**src/rtl/kyo_sprite_pkg.sv**
```systemverilog
// Shared types and helpers for the kyo sprite address generator.
//   coord_t    : 10-bit VGA scan / sprite coordinate
//   rom_addr_t : 16-bit sprite ROM address
//   frame_size : pixels per animation frame, used for elaboration checks and frame stepping
package kyo_sprite_pkg;

  typedef logic [9:0]  coord_t;
  typedef logic [15:0] rom_addr_t;

  localparam int unsigned ROM_DEPTH   = 65536;
  localparam int unsigned FRAME_IDX_W = 3;
  localparam int unsigned MAX_FRAMES  = 1 << FRAME_IDX_W;

  function automatic int unsigned frame_size(input int unsigned w, input int unsigned h);
    return w * h;
  endfunction

endpackage

```
**src/rtl/kyo_sprite_addr_gen_if.sv**
```systemverilog
// Scan/sprite bus between the video timing + game logic side (master) and the
// sprite address generator (slave).
//   vs, drawX, drawY           : VGA vsync (active-low) and scan position
//   pos_x, pos_y, facing_left  : live sprite placement from game logic
//   anim_en, anim_restart      : animation control
//   rom_address, sprite_hit,
//   sprite_hit_px, frame_idx   : generator results toward the pixel stage
interface kyo_sprite_addr_gen_if;
  import kyo_sprite_pkg::*;

  logic                   vs;
  coord_t                 drawX;
  coord_t                 drawY;
  coord_t                 pos_x;
  coord_t                 pos_y;
  logic                   facing_left;
  logic                   anim_en;
  logic                   anim_restart;
  rom_addr_t              rom_address;
  logic                   sprite_hit;
  logic                   sprite_hit_px;
  logic [FRAME_IDX_W-1:0] frame_idx;

  modport master (
    output vs, drawX, drawY, pos_x, pos_y, facing_left, anim_en, anim_restart,
    input  rom_address, sprite_hit, sprite_hit_px, frame_idx
  );

  modport slave (
    input  vs, drawX, drawY, pos_x, pos_y, facing_left, anim_en, anim_restart,
    output rom_address, sprite_hit, sprite_hit_px, frame_idx
  );

endinterface

```
**src/rtl/kyo_anim_seq.sv**
```systemverilog
// Animation sequencer: detects the vsync falling edge, divides vsyncs down to
// animation frames and keeps the ROM base of the current frame as an accumulator.
//   vga_clk, reset_ah : pixel clock, async active-high reset
//   vs                : VGA vsync, active-low
//   anim_en           : advance animation
//   anim_restart      : force frame 0 at the next latch (highest priority)
//   frame_latch_c     : one-cycle pulse, high in the cycle the frame state updates
//   frame_idx         : current animation frame
//   frame_base        : ROM address of pixel (0,0) of the current frame
module kyo_anim_seq
  import kyo_sprite_pkg::*;
#(
  parameter int unsigned SPR_W      = 48,
  parameter int unsigned SPR_H      = 96,
  parameter int unsigned NUM_FRAMES = 6,
  parameter int unsigned FRAME_DIV  = 6
) (
  input  logic                   vga_clk,
  input  logic                   reset_ah,
  input  logic                   vs,
  input  logic                   anim_en,
  input  logic                   anim_restart,
  output logic                   frame_latch_c,
  output logic [FRAME_IDX_W-1:0] frame_idx,
  output rom_addr_t              frame_base
);

  localparam int unsigned            DIV_W      = (FRAME_DIV > 1) ? $clog2(FRAME_DIV) : 1;
  localparam logic [DIV_W-1:0]       DIV_LAST   = DIV_W'(FRAME_DIV - 1);
  localparam logic [FRAME_IDX_W-1:0] IDX_LAST   = FRAME_IDX_W'(NUM_FRAMES - 1);
  localparam rom_addr_t              FRAME_STEP = 16'(frame_size(SPR_W, SPR_H));

  logic             vs_q;
  logic [DIV_W-1:0] div_q;

  // vs history resets high so a low vs straight out of reset is not mistaken for history
  assign frame_latch_c = vs_q & ~vs;

  // Divider and frame accumulator; only touched on a frame latch
  always_ff @(posedge vga_clk or posedge reset_ah) begin
    if (reset_ah) begin
      vs_q       <= 1'b1;
      div_q      <= '0;
      frame_idx  <= '0;
      frame_base <= '0;
    end else begin
      vs_q <= vs;
      if (frame_latch_c) begin
        if (anim_restart) begin
          div_q      <= '0;
          frame_idx  <= '0;
          frame_base <= '0;
        end else if (anim_en) begin
          if (div_q == DIV_LAST) begin
            div_q <= '0;
            if (frame_idx == IDX_LAST) begin
              frame_idx  <= '0;
              frame_base <= '0;
            end else begin
              frame_idx  <= frame_idx + FRAME_IDX_W'(1);
              frame_base <= frame_base + FRAME_STEP;
            end
          end else begin
            div_q <= div_q + DIV_W'(1);
          end
        end
      end
    end
  end

endmodule

```
**src/rtl/kyo_sprite_addr_gen.sv**
```systemverilog
// Sprite address generator: maps the VGA scan position to a sprite ROM address
// and in-sprite flag, with per-frame sampled position/facing and looping animation.
//   vga_clk  : pixel clock, all logic on posedge
//   reset_ah : asynchronous active-high reset
//   bus      : scan inputs, sprite controls and registered results (slave side)
module kyo_sprite_addr_gen
  import kyo_sprite_pkg::*;
#(
  parameter int unsigned SPR_W      = 48,
  parameter int unsigned SPR_H      = 96,
  parameter int unsigned NUM_FRAMES = 6,
  parameter int unsigned FRAME_DIV  = 6
) (
  input  logic                  vga_clk,
  input  logic                  reset_ah,
  kyo_sprite_addr_gen_if.slave  bus
);

  if (NUM_FRAMES * frame_size(SPR_W, SPR_H) > ROM_DEPTH) begin : g_rom_too_small
    $error("kyo_sprite_addr_gen: NUM_FRAMES*SPR_W*SPR_H exceeds 65536");
  end
  if (NUM_FRAMES < 1 || NUM_FRAMES > MAX_FRAMES) begin : g_bad_frames
    $error("kyo_sprite_addr_gen: NUM_FRAMES must be 1..8");
  end
  if (FRAME_DIV < 1) begin : g_bad_div
    $error("kyo_sprite_addr_gen: FRAME_DIV must be >= 1");
  end

  logic      frame_latch_c;
  rom_addr_t frame_base;

  kyo_anim_seq #(
    .SPR_W      (SPR_W),
    .SPR_H      (SPR_H),
    .NUM_FRAMES (NUM_FRAMES),
    .FRAME_DIV  (FRAME_DIV)
  ) u_anim_seq (
    .vga_clk       (vga_clk),
    .reset_ah      (reset_ah),
    .vs            (bus.vs),
    .anim_en       (bus.anim_en),
    .anim_restart  (bus.anim_restart),
    .frame_latch_c (frame_latch_c),
    .frame_idx     (bus.frame_idx),
    .frame_base    (frame_base)
  );

  coord_t lx;
  coord_t ly;
  logic   lface;

  // Position/facing sampled once per frame so the sprite never tears mid-scan
  always_ff @(posedge vga_clk or posedge reset_ah) begin
    if (reset_ah) begin
      lx    <= '0;
      ly    <= '0;
      lface <= 1'b0;
    end else if (frame_latch_c) begin
      lx    <= bus.pos_x;
      ly    <= bus.pos_y;
      lface <= bus.facing_left;
    end
  end

  logic [10:0] dx_c;
  logic [10:0] dy_c;
  logic [10:0] x_end_c;
  logic [10:0] y_end_c;
  logic [10:0] col_c;
  logic        hit_c;
  rom_addr_t   addr_c;

  // Hit test and address; 11-bit end points so sprites near 1023 clip instead of wrapping
  always_comb begin
    dx_c    = {1'b0, bus.drawX} - {1'b0, lx};
    dy_c    = {1'b0, bus.drawY} - {1'b0, ly};
    x_end_c = {1'b0, lx} + 11'(SPR_W);
    y_end_c = {1'b0, ly} + 11'(SPR_H);
    hit_c   = (bus.drawX >= lx) && ({1'b0, bus.drawX} < x_end_c) &&
              (bus.drawY >= ly) && ({1'b0, bus.drawY} < y_end_c);
    col_c   = lface ? (11'(SPR_W - 1) - dx_c) : dx_c;
    addr_c  = '0;
    if (hit_c) begin
      addr_c = frame_base + (16'(dy_c) * 16'(SPR_W)) + 16'(col_c);
    end
  end

  // Output registers; sprite_hit_px trails sprite_hit to line up with downstream RGB
  always_ff @(posedge vga_clk or posedge reset_ah) begin
    if (reset_ah) begin
      bus.rom_address   <= '0;
      bus.sprite_hit    <= 1'b0;
      bus.sprite_hit_px <= 1'b0;
    end else begin
      bus.rom_address   <= addr_c;
      bus.sprite_hit    <= hit_c;
      bus.sprite_hit_px <= bus.sprite_hit;
    end
  end

endmodule

```
**src/flat_wrapper.sv**
```systemverilog
// flat-port wrapper written by rule: the top's interface ports become plain ports
module kyo_sprite_addr_gen_flat import kyo_sprite_pkg::*;
#(
  parameter int unsigned SPR_W      = 48,
  parameter int unsigned SPR_H      = 96,
  parameter int unsigned NUM_FRAMES = 6,
  parameter int unsigned FRAME_DIV  = 6
)
  (vga_clk, reset_ah, bus_vs, bus_drawX, bus_drawY, bus_pos_x, bus_pos_y, bus_facing_left, bus_anim_en, bus_anim_restart, bus_rom_address, bus_sprite_hit, bus_sprite_hit_px, bus_frame_idx);
  kyo_sprite_addr_gen_if bus_i ();
  input  logic vga_clk;
  input  logic reset_ah;
  input wire logic [$bits(bus_i.vs)-1:0] bus_vs;
  input wire logic [$bits(bus_i.drawX)-1:0] bus_drawX;
  input wire logic [$bits(bus_i.drawY)-1:0] bus_drawY;
  input wire logic [$bits(bus_i.pos_x)-1:0] bus_pos_x;
  input wire logic [$bits(bus_i.pos_y)-1:0] bus_pos_y;
  input wire logic [$bits(bus_i.facing_left)-1:0] bus_facing_left;
  input wire logic [$bits(bus_i.anim_en)-1:0] bus_anim_en;
  input wire logic [$bits(bus_i.anim_restart)-1:0] bus_anim_restart;
  output wire logic [$bits(bus_i.rom_address)-1:0] bus_rom_address;
  output wire logic [$bits(bus_i.sprite_hit)-1:0] bus_sprite_hit;
  output wire logic [$bits(bus_i.sprite_hit_px)-1:0] bus_sprite_hit_px;
  output wire logic [$bits(bus_i.frame_idx)-1:0] bus_frame_idx;
  assign bus_i.vs = bus_vs;
  assign bus_i.drawX = bus_drawX;
  assign bus_i.drawY = bus_drawY;
  assign bus_i.pos_x = bus_pos_x;
  assign bus_i.pos_y = bus_pos_y;
  assign bus_i.facing_left = bus_facing_left;
  assign bus_i.anim_en = bus_anim_en;
  assign bus_i.anim_restart = bus_anim_restart;
  assign bus_rom_address = bus_i.rom_address;
  assign bus_sprite_hit = bus_i.sprite_hit;
  assign bus_sprite_hit_px = bus_i.sprite_hit_px;
  assign bus_frame_idx = bus_i.frame_idx;
  kyo_sprite_addr_gen #(.SPR_W(SPR_W), .SPR_H(SPR_H), .NUM_FRAMES(NUM_FRAMES), .FRAME_DIV(FRAME_DIV)) u_core (.vga_clk(vga_clk), .reset_ah(reset_ah), .bus(bus_i));
endmodule
```
**config.mk**
```make
export PLATFORM = sky130hd
export DESIGN_NAME = kyo_sprite_addr_gen_flat
export DESIGN_NICKNAME = d
export VERILOG_FILES = /design/src/rtl/kyo_sprite_pkg.sv /design/src/rtl/kyo_sprite_addr_gen_if.sv /design/src/rtl/kyo_anim_seq.sv /design/src/rtl/kyo_sprite_addr_gen.sv /design/src/flat_wrapper.sv
export SDC_FILE = /design/constraint.sdc
export NUM_CORES = 1
export LEC_CHECK = 0
export ABC_AREA = 1
export BUFFER_PORTS_ARGS = -buffer_cell sky130_fd_sc_hd__buf_2
export CAP_MARGIN = 20
export CORE_UTILIZATION = 59
export DETAILED_ROUTE_END_ITERATION = 6
export HOLD_SLACK_MARGIN = 0.15
export PLACE_DENSITY_LB_ADDON = 0.15
export SYNTH_ARGS = -nofsm -noshare
export SYNTH_HDL_FRONTEND = slang
export SYNTH_SLANG_ARGS = --single-unit
```
**constraint.sdc**
```tcl
create_clock -name vga_clk -period 5.4 [get_ports vga_clk]
set_input_delay 0.81 -clock vga_clk [delete_from_list [all_inputs] [get_ports vga_clk]]
set_output_delay 0.81 -clock vga_clk [all_outputs]
set_load 0.02 [all_outputs]
```
==> run metrics, run 1 <==
hold buffer count at cts 0; Simple-Gate Fraction of Synth Area 24.7%; Synth async-reset ratio 100%; NumNets Final approximately 900; CP max FO 6; clk_lat worst skew 310 ps; Synth area leaders dfrtp_1 (26%), ha_1 (18%), nand2_1 (13%); placed cell area 0.00544 mm2; Hold Path Class flip-flop to flip-flop; IO Pins 67; post-synth top area share 26.1%; RSZ-0062 raised after global routing false; largest family of logic cells by synthesized area simple AND/OR/NAND/NOR gates; number of synthesized flops with an enable pin 0; gr ovfl total 0; Period Utilization, post-route a little over four fifths; IO buf count 66; Seq/Total Area, Yosys between 20% and 30%; initial core utilization 61.0%; run status completed; crit start category input pin; Slew @ Worst Pin 670 ps; Primary FF master, synth dfrtp_1; initial antenna violation count 0; Non-Filler Instances 862; Routed WL 10.1 mm; post-synthesis mux area share 0%; relative slew slack a little under three fifths; ANT nets after route 0; Fmax achieved 219 MHz; die footprint 0.00882 mm2; Pwr Total 3.26 mW; Mapped Cells 684; layout cells sized above 1 12.9%; Fin. Hold Viols 0; Num CTS Buffers 5; Setup TNS 0 ps; Max Clock Skew 7.75 ps; Yosys warning total 0; Place WS 572 ps; Hold WS 390 ps; xor and xnor area share after synthesis 7.73%; PwrDens approximately 590 mW/mm2; clock-pin slew on the worst setup and hold paths 100 ps; Max Cap Viol 0; vias in the first global route 4127; Inst Count DP between 800 and 900; DR iter-0 viols 236; crit path DAT 4770 ps; worst reg-to-reg path cell count 22; Vias/cell about 5.1; Final HPWL DP between 8 and 9 mm; # diodes 0; CTS Sinks between 50 and 60; root buffer cell clkbuf_8; critical path type input pin to flip-flop; post-cts sizing count 0; Final Setup Violations 0; routed vias ~4400; Clock Path Buffers 2; post-route worst setup slack 835 ps; area leader, netlist dfrtp_1; chip height 93.9 um; Cell variety after synth 37; largest net degree at the start of global routing 54; post-synthesis average cell area 7.29 um2; synthesized area 0.00498 mm2; crit end category flip-flop; CTS tree done; Max VDD drop 370 uV; DRC violations left 0; final RePlAce weighted congestion 0.925; row cnt 33; Tot GR Track Use about a quarter; Design Area, Final between 0.005 and 0.006 mm2; area grow syn2layout 11.6%; required time worst endpoint 5600 ps; Synth Area in Compound Gates 11.6%; first-pass iteration count of the detailed router 5; final worst path period need between 4000 and 5000 ps; Fill cells 729; final core area utilization 68.1%; Core Area 0.00818 mm2; Chip Width 93.9 um; first-pass GRT wire length 17.5 mm; Hold Path Depth 0; Post-CTS Setup Inserts 0; fin. max-slew vios 0; wire per inst between 10 and 15 um; Static Leak 3.14 nW; H-tree levels 2; #FFs+latches synth 53; Post-Synth Adder-Cell Area 20.5%
report_power, final:
part	total [mW]	switching [mW]	internal (mW)	leakage [nW]
clock	0.292	0.141	0.151	0.0574
combinational	2.45	1.50	0.949	2.40
sequential	0.522	0.0425	0.479	0.685
total	3.26	1.68	1.58	3.14
final cells by class:
cell class / instances / area (um2) / share of cell area (%)
Multi-Input combinational cell: 521 / 3240 / 58.2
Sequential cell: 53 / 1330 / 23.9
Inverter: 107 / 402 / 7.22
Timing Repair Buffer: 68 / 345 / 6.21
Tap cell: 105 / 131 / 2.36
Clock buffer: 6 / 82.6 / 1.48
Clock inverter: 2 / 37.5 / 0.675
per-layer routing:
layer	GRT usage (%)	vias to the layer above	part of all wire [%]
li1	-	2353	-
met1	33.9	1944	50
met2	40.4	96	45
met3	3.24	13	3.4
met4	6.41	0	1.5
met5	0	-	0
state kept, by name, indices dropped and copies added (netlist names):
name / cells
u_core.bus.rom_address: 16
u_core.bus.sprite_hit: 1
u_core.bus.sprite_hit_px: 1
u_core.lface: 1
u_core.lx: 10
u_core.ly: 10
u_core.u_anim_seq.div_q: 3
u_core.u_anim_seq.frame_base: 7
u_core.u_anim_seq.frame_idx: 3
u_core.u_anim_seq.vs_q: 1
layout by cell type (no fill, tap or decap), drive strengths merged:
cell type	n
xor2	30
bufinv	1
conb	5
or2	1
xnor2	14
clkinvlp	1
clkbuf	6
dfstp	1
dfrtp	52
nor2	55
o31ai	4
o22ai	4
a41oi	1
inv	107
buf	68
o21ai	39
nand3b	2
ha	72
nand3	37
a21boi	2
o32ai	1
a31oi	3
nor3	6
a21o	3
nand2	175
and3	1
nand4	11
a21oi	43
fa	6
a31o	2
o21bai	1
and2	1
o2111ai	1
o21a	1
critical path, stage by stage:
cell and delay [ps]:
buf_2 100, ha_1 360, a21oi_1 170, nand2_1 120, a21boi_0 330, xor2_1 240, ha_1 330, a21oi_1 150
nand2_1 80, a21oi_1 190, xor2_1 120, fa_1 510, inv_1 50, ha_1 350, nand2_1 90, nor2_1 180
nand2_1 90, nand3_1 150, nand2_1 70, nand2_1 70, xor2_1 170, nor2_2 50
final timing paths:
path	endpoint	slack, ps	start
min in group asynchronous	u_core.ly[6]	670	reset_ah
worst max register to register	u_core.bus.rom_address[13]	1060	u_core.ly[2]
worst max-delay path	u_core.bus.rom_address[13]	830	bus_drawY[2]
max in group asynchronous	u_core.bus.rom_address[3]	4290	reset_ah
worst min-delay path	u_core.bus.sprite_hit_px	390	u_core.bus.sprite_hit
worst min register to register	u_core.bus.sprite_hit_px	390	u_core.bus.sprite_hit
kinds of logic after synthesis:
group | after synthesis
AOI/OAI and AO/OA | 105
xor gates and xnor gates | 44
adders and majority gates | 78
buffers and inverters | 113
DFF | 53
other | 2
and+or+nand+nor | 289
cell usage after synthesis (5+ instances only):
library cell,count
a21oi_1,43
clkbuf_1,5
dfrtp_1,52
fa_1,6
ha_1,72
inv_1,107
nand2_1,171
nand3_1,36
nand4_1,11
nor2_1,44
nor2_2,10
nor3_1,6
o21ai_0,38
xnor2_1,14
xor2_1,30
No activity file was read; power rests on OpenSTA's default activity.
==> inputs of run 2 (changes only) <==
==> constraint.sdc (replaced) <==
create_clock -name vga_clk -period 4.7 [get_ports vga_clk]
set_input_delay 0.705 -clock vga_clk [delete_from_list [all_inputs] [get_ports vga_clk]]
set_output_delay 0.705 -clock vga_clk [all_outputs]
set_load 0.02 [all_outputs]
==> run 2 against run 1 <==
Sequential power increased by 15%. Via count decreased by 0.43%. Design area increased by 0.38%. Clock skew increased by 1.2 ps. Total power increased by 15%. Largest cell class unchanged. Worst hold slack improved by 0.75 ps. Critical endpoint unchanged. Clock power increased by 13%. Core utilization increased by 0.26 points. Critical path type unchanged. Combinational power increased by 16%. Non-clock buffer count unchanged. Worst setup slack got worse by 430 ps. Flip-flop and latch count unchanged.
==> run metrics, run 2 (synthesis gave the netlist of run 1 again) <==
run status completed; Hold Path Class flip-flop to flip-flop; H-tree levels 2 (unchanged); root buffer cell clkbuf_8; Chip Width 93.9 um (unchanged); IO buf count 66 (unchanged); Static Leak 3.14 nW (+0.19%); gr ovfl total 0 (unchanged); Clock Path Buffers 2 (unchanged); initial core utilization 61.0% (unchanged); Max Clock Skew 8.97 ps (+1.22 ps); max reg flops 16 (unchanged); routed vias 4387 (-0.43%); largest net degree at the start of global routing 54 (unchanged); Fill cells 730 (+0.14%); critical path type input pin to flip-flop; Max Cap Viol 0 (unchanged); initial antenna violation count 0 (unchanged); DR iter-0 viols 209 (-11%); clk_lat worst skew 310 ps (about the same); crit start category input pin; Hold Path Depth 0 (unchanged); most common cell after layout, fill and taps aside nand2_1; net switching fraction of the power 51.4% (-0.11 points); wire per inst 11.6 um (-0.34%); Final Setup Violations 0 (unchanged); row cnt 33 (unchanged); Biggest register u_core.bus.rom_address; crit path DAT 4490 ps (-280 ps); layout cells sized above 1 13.6% (+0.66 points); clock network power share 8.8% (-0.2 points); Period Utilization, post-route 91.4%; P_sw 1.93 mW (+15%); Fin. Hold Viols 0 (unchanged); Slew @ Worst Pin 693 ps (+22.3 ps); Tot GR Track Use 24.4% (-0.22 points); Vias/cell 5.09 (-0.43%); combinational share of power 75.3% (+0.3 points); crit end category flip-flop; final worst path period need 4300 ps; CTS Sinks 53 (unchanged); Non-Filler Instances 862 (unchanged); Design Area, Final 0.00559 mm2 (+0.38%); placed cell area 0.00544 mm2 (unchanged); vias in the first global route 4091 (-0.87%); Int Pwr 1.83 mW (+16%); area grow syn2layout 12.1%; ANT nets after route 0 (unchanged); biggest regs u_core.bus.rom_address x16, u_core.lx x10, u_core.ly x10; Num CTS Buffers 5 (unchanged); # diodes 0 (unchanged); CP max FO 6 (unchanged); Max VDD drop 387 uV (+4.4%); Inst Count DP 854 (unchanged); Fmax achieved 233 MHz; chip height 93.9 um (unchanged); hold buffer count at cts 0 (unchanged); RSZ-0062 raised after global routing false; clock-pin slew on the worst setup and hold paths 100 ps (about the same); fin. max-slew vios 0 (unchanged); Hold WS 391 ps (+0.748 ps); die footprint 0.00882 mm2 (unchanged); NumNets Final 880 (unchanged); Final HPWL DP 8.07 mm (about the same); Routed WL 10.0 mm (-0.34%); first-pass GRT wire length 17.3 mm (-1.1%); relative slew slack 53.8% (-1.5 points); Core Area 0.00818 mm2 (unchanged); PwrDens 673 mW/mm2 (+15%); first-pass iteration count of the detailed router 4 (-1); DRC violations left 0 (unchanged); most frequent cells in the layout nand2_1 (171), inv_1 (106), ha_1 (71), buf_2 (66), dfrtp_1 (52); IO Pins 67 (unchanged); final RePlAce weighted congestion 0.925 (unchanged); Flop pwr share 15.9% (about the same); required time worst endpoint 4900 ps (-700 ps); worst reg-to-reg path cell count 22 (unchanged); CTS tree done
run 2: path summary, 6_finish.rpt:
path	startpoint	endpoint	slack, ps
max reg2reg	u_core.ly[2]	u_core.bus.rom_address[13]	540
min	u_core.bus.sprite_hit	u_core.bus.sprite_hit_px	390
max in group asynchronous	reset_ah	u_core.bus.rom_address[3]	3670
min reg2reg	u_core.bus.sprite_hit	u_core.bus.sprite_hit_px	390
min in group asynchronous	reset_ah	u_core.ly[8]	540
max	bus_drawY[0]	u_core.bus.rom_address[13]	400
run 2: layout make-up:
type	count	area, um2	area share [%]
multi-input cells	521	3260	58.4
flip-flops and latches	53	1330	23.8
inverters	107	402	7.19
repair buffers	68	345	6.18
well taps	105	131	2.35
clock buffers	6	82.6	1.48
clock inverters	2	37.5	0.672
run 2: repair_timing:
action / in CTS / in global routing
endpoints found under the setup margin: 0 / 2
setup buffers: 0 / 0
resized for setup: 0 / 6
run 2: metrics by stage:
step | TNS, ps | total power [mW] | setup WS [ps] | util, %
2_1_floorplan | 0 | 2.88 | 459 | -
3_3_place_gp | 0 | 3.33 | 150 | 66.6
3_5_place_dp | -27.7 | 3.38 | -27.7 | 66.6
4_1_cts | 0 | 3.74 | 300 | 68.1
5_1_grt | 0 | 4.19 | 33.0 | 68.3
6_report | 0 | 3.76 | 402 | 68.3
run 2: per-layer routing:
layer	global-route usage [%]	part of all wire (%)	wire length (um)
met1	33.4	50	4970
met2	39.4	45	4540
met3	2.91	3.3	335
met4	8.59	1.9	192
met5	0	0	0
run 2: power groups by stage:
stage          combinational, mW  clock [mW]  sequential [mW]
2_1_floorplan               2.21           0            0.667
3_3_place_gp                2.72           0            0.607
3_5_place_dp                2.77           0            0.608
4_1_cts                     2.79       0.344            0.599
5_1_grt                     3.22       0.363            0.613
6_report                    2.83       0.330            0.599
run 2: critical path, stage by stage:
cell and delay (ps):
buf_2 100, inv_1 50, ha_1 130, inv_1 70, fa_2 400, a31o_2 230
xor2_1 220, ha_2 360, a21oi_1 140, nand2_1 80, a21oi_1 180, xor2_1 110
fa_1 510, inv_1 40, ha_1 340, nand2_1 90, nor2_1 170, nand2_1 100
nand3_2 120, nand2_1 50, nand2_1 60, xor2_1 170, nor2_2 50
==> inputs of run 3 (changes only) <==
--- a/config.mk
+++ b/config.mk
@@ -6,12 +6,14 @@
 export NUM_CORES = 1
 export LEC_CHECK = 0
 export ABC_AREA = 1
-export BUFFER_PORTS_ARGS = -buffer_cell sky130_fd_sc_hd__buf_2
+export BUFFER_PORTS_ARGS = -buffer_cell sky130_fd_sc_hd__buf_4
 export CAP_MARGIN = 20
+export CORE_MARGIN = 8
 export CORE_UTILIZATION = 59
 export DETAILED_ROUTE_END_ITERATION = 6
 export HOLD_SLACK_MARGIN = 0.15
 export PLACE_DENSITY_LB_ADDON = 0.15
+export SETUP_SLACK_MARGIN = 0.2
 export SYNTH_ARGS = -nofsm -noshare
 export SYNTH_HDL_FRONTEND = slang
 export SYNTH_SLANG_ARGS = --single-unit
==> run 3 against run 2 <==
Clock skew shrank 2.0 ps. Total power grew 1.5%. Worst setup slack improved by 86 ps. Design area increased by 3.7%. Non-clock buffer count rose by 2. Largest power group unchanged.
==> run metrics, run 3 (synthesis gave the netlist of run 1 again) <==
routed vias 4462 (+1.7%); CTS Sinks 53 (unchanged); max reg flops 16 (unchanged); Hold Crit Start u_core.bus.sprite_hit; largest net degree at the start of global routing 54 (unchanged); wire per inst 12.5 um (+7.2%); NumNets Final 882 (+0.23%); final worst path period need 4210 ps (-86.4 ps); worst reg-to-reg path cell count 24 (+9.1%); Vias/cell 5.17 (+1.6%); Design Area, Final 0.00579 mm2 (+3.7%); Slew @ Worst Pin 531 ps (-161 ps); IO Pins 67 (unchanged); Num CTS Buffers 5 (unchanged); Hold WS 387 ps (-3.73 ps); required time worst endpoint 4900 ps (about the same); gr ovfl total 0 (unchanged); Fin. Hold Viols 0 (unchanged); Hold Path Class flip-flop to flip-flop; layout cells sized above 1 14.5% (+0.91 points); crit start category input pin; Tot GR Track Use 19.4% (-4.9 points); Max Clock Skew 6.96 ps (-2.02 ps); relative slew slack 64.2% (+10 points); crit path DAT 4420 ps (-70 ps); DRC violations left 0 (unchanged); P_sw 1.96 mW (+1.5%); ANT nets after route 0 (unchanged); Fmax achieved 237 MHz (+2.1%); R2R Path End u_core.bus.rom_address[13]; Pwr Total 3.82 mW (+1.5%); Core Area 0.00822 mm2 (+0.51%); CP max FO 6 (unchanged); initial antenna violation count 0 (unchanged); Static Leak 3.19 nW (+1.5%); run status completed; vias in the first global route 4386 (+7.2%); area grow syn2layout 16.2%; Reg2Reg Setup Slack 630 ps (+90 ps); CTS tree done; critical path type input pin to flip-flop; initial core utilization 60.7% (-0.31 points); first-pass iteration count of the detailed router 4 (unchanged); Max Cap Viol 0 (unchanged); Int Pwr 1.86 mW (+1.6%); Period Utilization, post-route 89.6% (-1.8 points); clock-pin slew on the worst setup and hold paths 100 ps (about the same); chip height 108 um (+15%); first-pass GRT wire length 19.0 mm (+10%); Setup TNS 0 ps (unchanged); Final HPWL DP 8.83 mm (+9.4%); PwrDens 659 mW/mm2 (-2.1%); RSZ-0062 raised after global routing false; Routed WL 10.8 mm (+7.3%); Final Setup Violations 0 (unchanged); placed cell area 0.00561 mm2 (+3.0%); Reg2Reg Launch Point u_core.ly[2]; DR iter-0 viols 156 (-25%); die footprint 0.0116 mm2 (+32%); net switching fraction of the power 51.4% (about the same); most frequent cells in the layout nand2_1 (171), inv_1 (106), ha_1 (69), buf_4 (69), dfrtp_1 (52); root buffer cell clkbuf_8; final RePlAce weighted congestion 0.888 (-4.1%); combinational share of power 75.9% (+0.6 points); IO buf count 66 (unchanged); Clock Path Buffers 2 (unchanged); Hold Path Depth 0 (unchanged); crit end category flip-flop; clock network power share 8.3% (-0.5 points); Biggest register u_core.bus.rom_address; fin. max-slew vios 0 (unchanged); H-tree levels 2 (unchanged); biggest regs u_core.bus.rom_address x16, u_core.lx x10, u_core.ly x10; row cnt 33 (unchanged); Max VDD drop 358 uV (-7.3%); Chip Width 108 um (+15%); hold path endpoint u_core.bus.sprite_hit_px; most common cell after layout, fill and taps aside nand2_1; # diodes 0 (unchanged); Flop pwr share 15.8% (about the same); clk_lat worst skew 320 ps (about the same)
-- run 3: layout make-up --
class	instances	area (um2)
sequential	53	1330
timing repair buffer	70	538
clock inverter	2	35.0
clock buffer	5	68.8
inverter	107	402
multi-input combinational	521	3290
tap	105	131
fill	696	2430
-- run 3: metrics by stage --
step	std cells	util, %	setup WS (ps)
2_1_floorplan	687	-	459
3_3_place_gp	854	68.3	150
3_5_place_dp	854	68.3	11.6
4_1_cts	861	69.5	346
5_1_grt	863	70.5	187
6_report	863	70.5	489
-- run 3: how the worst max path moves through the flow --
stage | start | to | slack, ps
2_1_floorplan | bus_drawY[0] | u_core.bus.rom_address[13] | 460
3_3_place_gp | bus_drawY[0] | u_core.bus.rom_address[13] | 150
3_5_place_dp | bus_drawY[0] | u_core.bus.rom_address[13] | 10
4_1_cts | bus_drawY[4] | u_core.bus.rom_address[13] | 350
5_1_grt | bus_drawY[3] | u_core.bus.rom_address[15] | 190
6_report | bus_drawY[0] | u_core.bus.rom_address[13] | 490
-- run 3: routing by layer --
| layer | vias to the layer above | part of all wire [%] | global-route usage (%) |
|---|---|---|---|
| met1 | 2017 | 48 | 25.0 |
| met5 | - | 0 | 0 |
| met2 | 85 | 45 | 32.1 |
| li1 | 2353 | - | - |
| met3 | 7 | 5.2 | 4.43 |
| met4 | 0 | 1.1 | 4.86 |
-- run 3: power groups by stage --
stage | clock (mW) | sequential [mW] | combinational [mW]
floorplan | 0 | 0.667 | 2.21
global placement | 0 | 0.610 | 2.77
detailed placement | 0 | 0.612 | 2.82
CTS | 0.323 | 0.604 | 2.84
global route | 0.342 | 0.616 | 3.32
finish | 0.318 | 0.603 | 2.90
-- run 3: worst max-delay path, cell delays in order --
cell     delay (ps)
buf_4           110
inv_1            50
ha_1            130
inv_1            60
fa_2            390
a31o_2          240
xor2_2          170
ha_2            340
nand2_1         100
nand2_1          80
a31o_2          220
xnor2_1         140
fa_1            500
inv_1            40
ha_1            330
nand2_1          90
nor2_1          160
nand2_1          80
nand3_1         130
nand2_1          70
nand2_1          70
xor2_1          170
nor2_2           50
-- run 3: what timing repair did --
action	4_1_cts	5_1_grt
buffers inserted	0	1
endpoints found under the setup margin	0	6
gates resized for setup	0	13
hold buffers	0	0
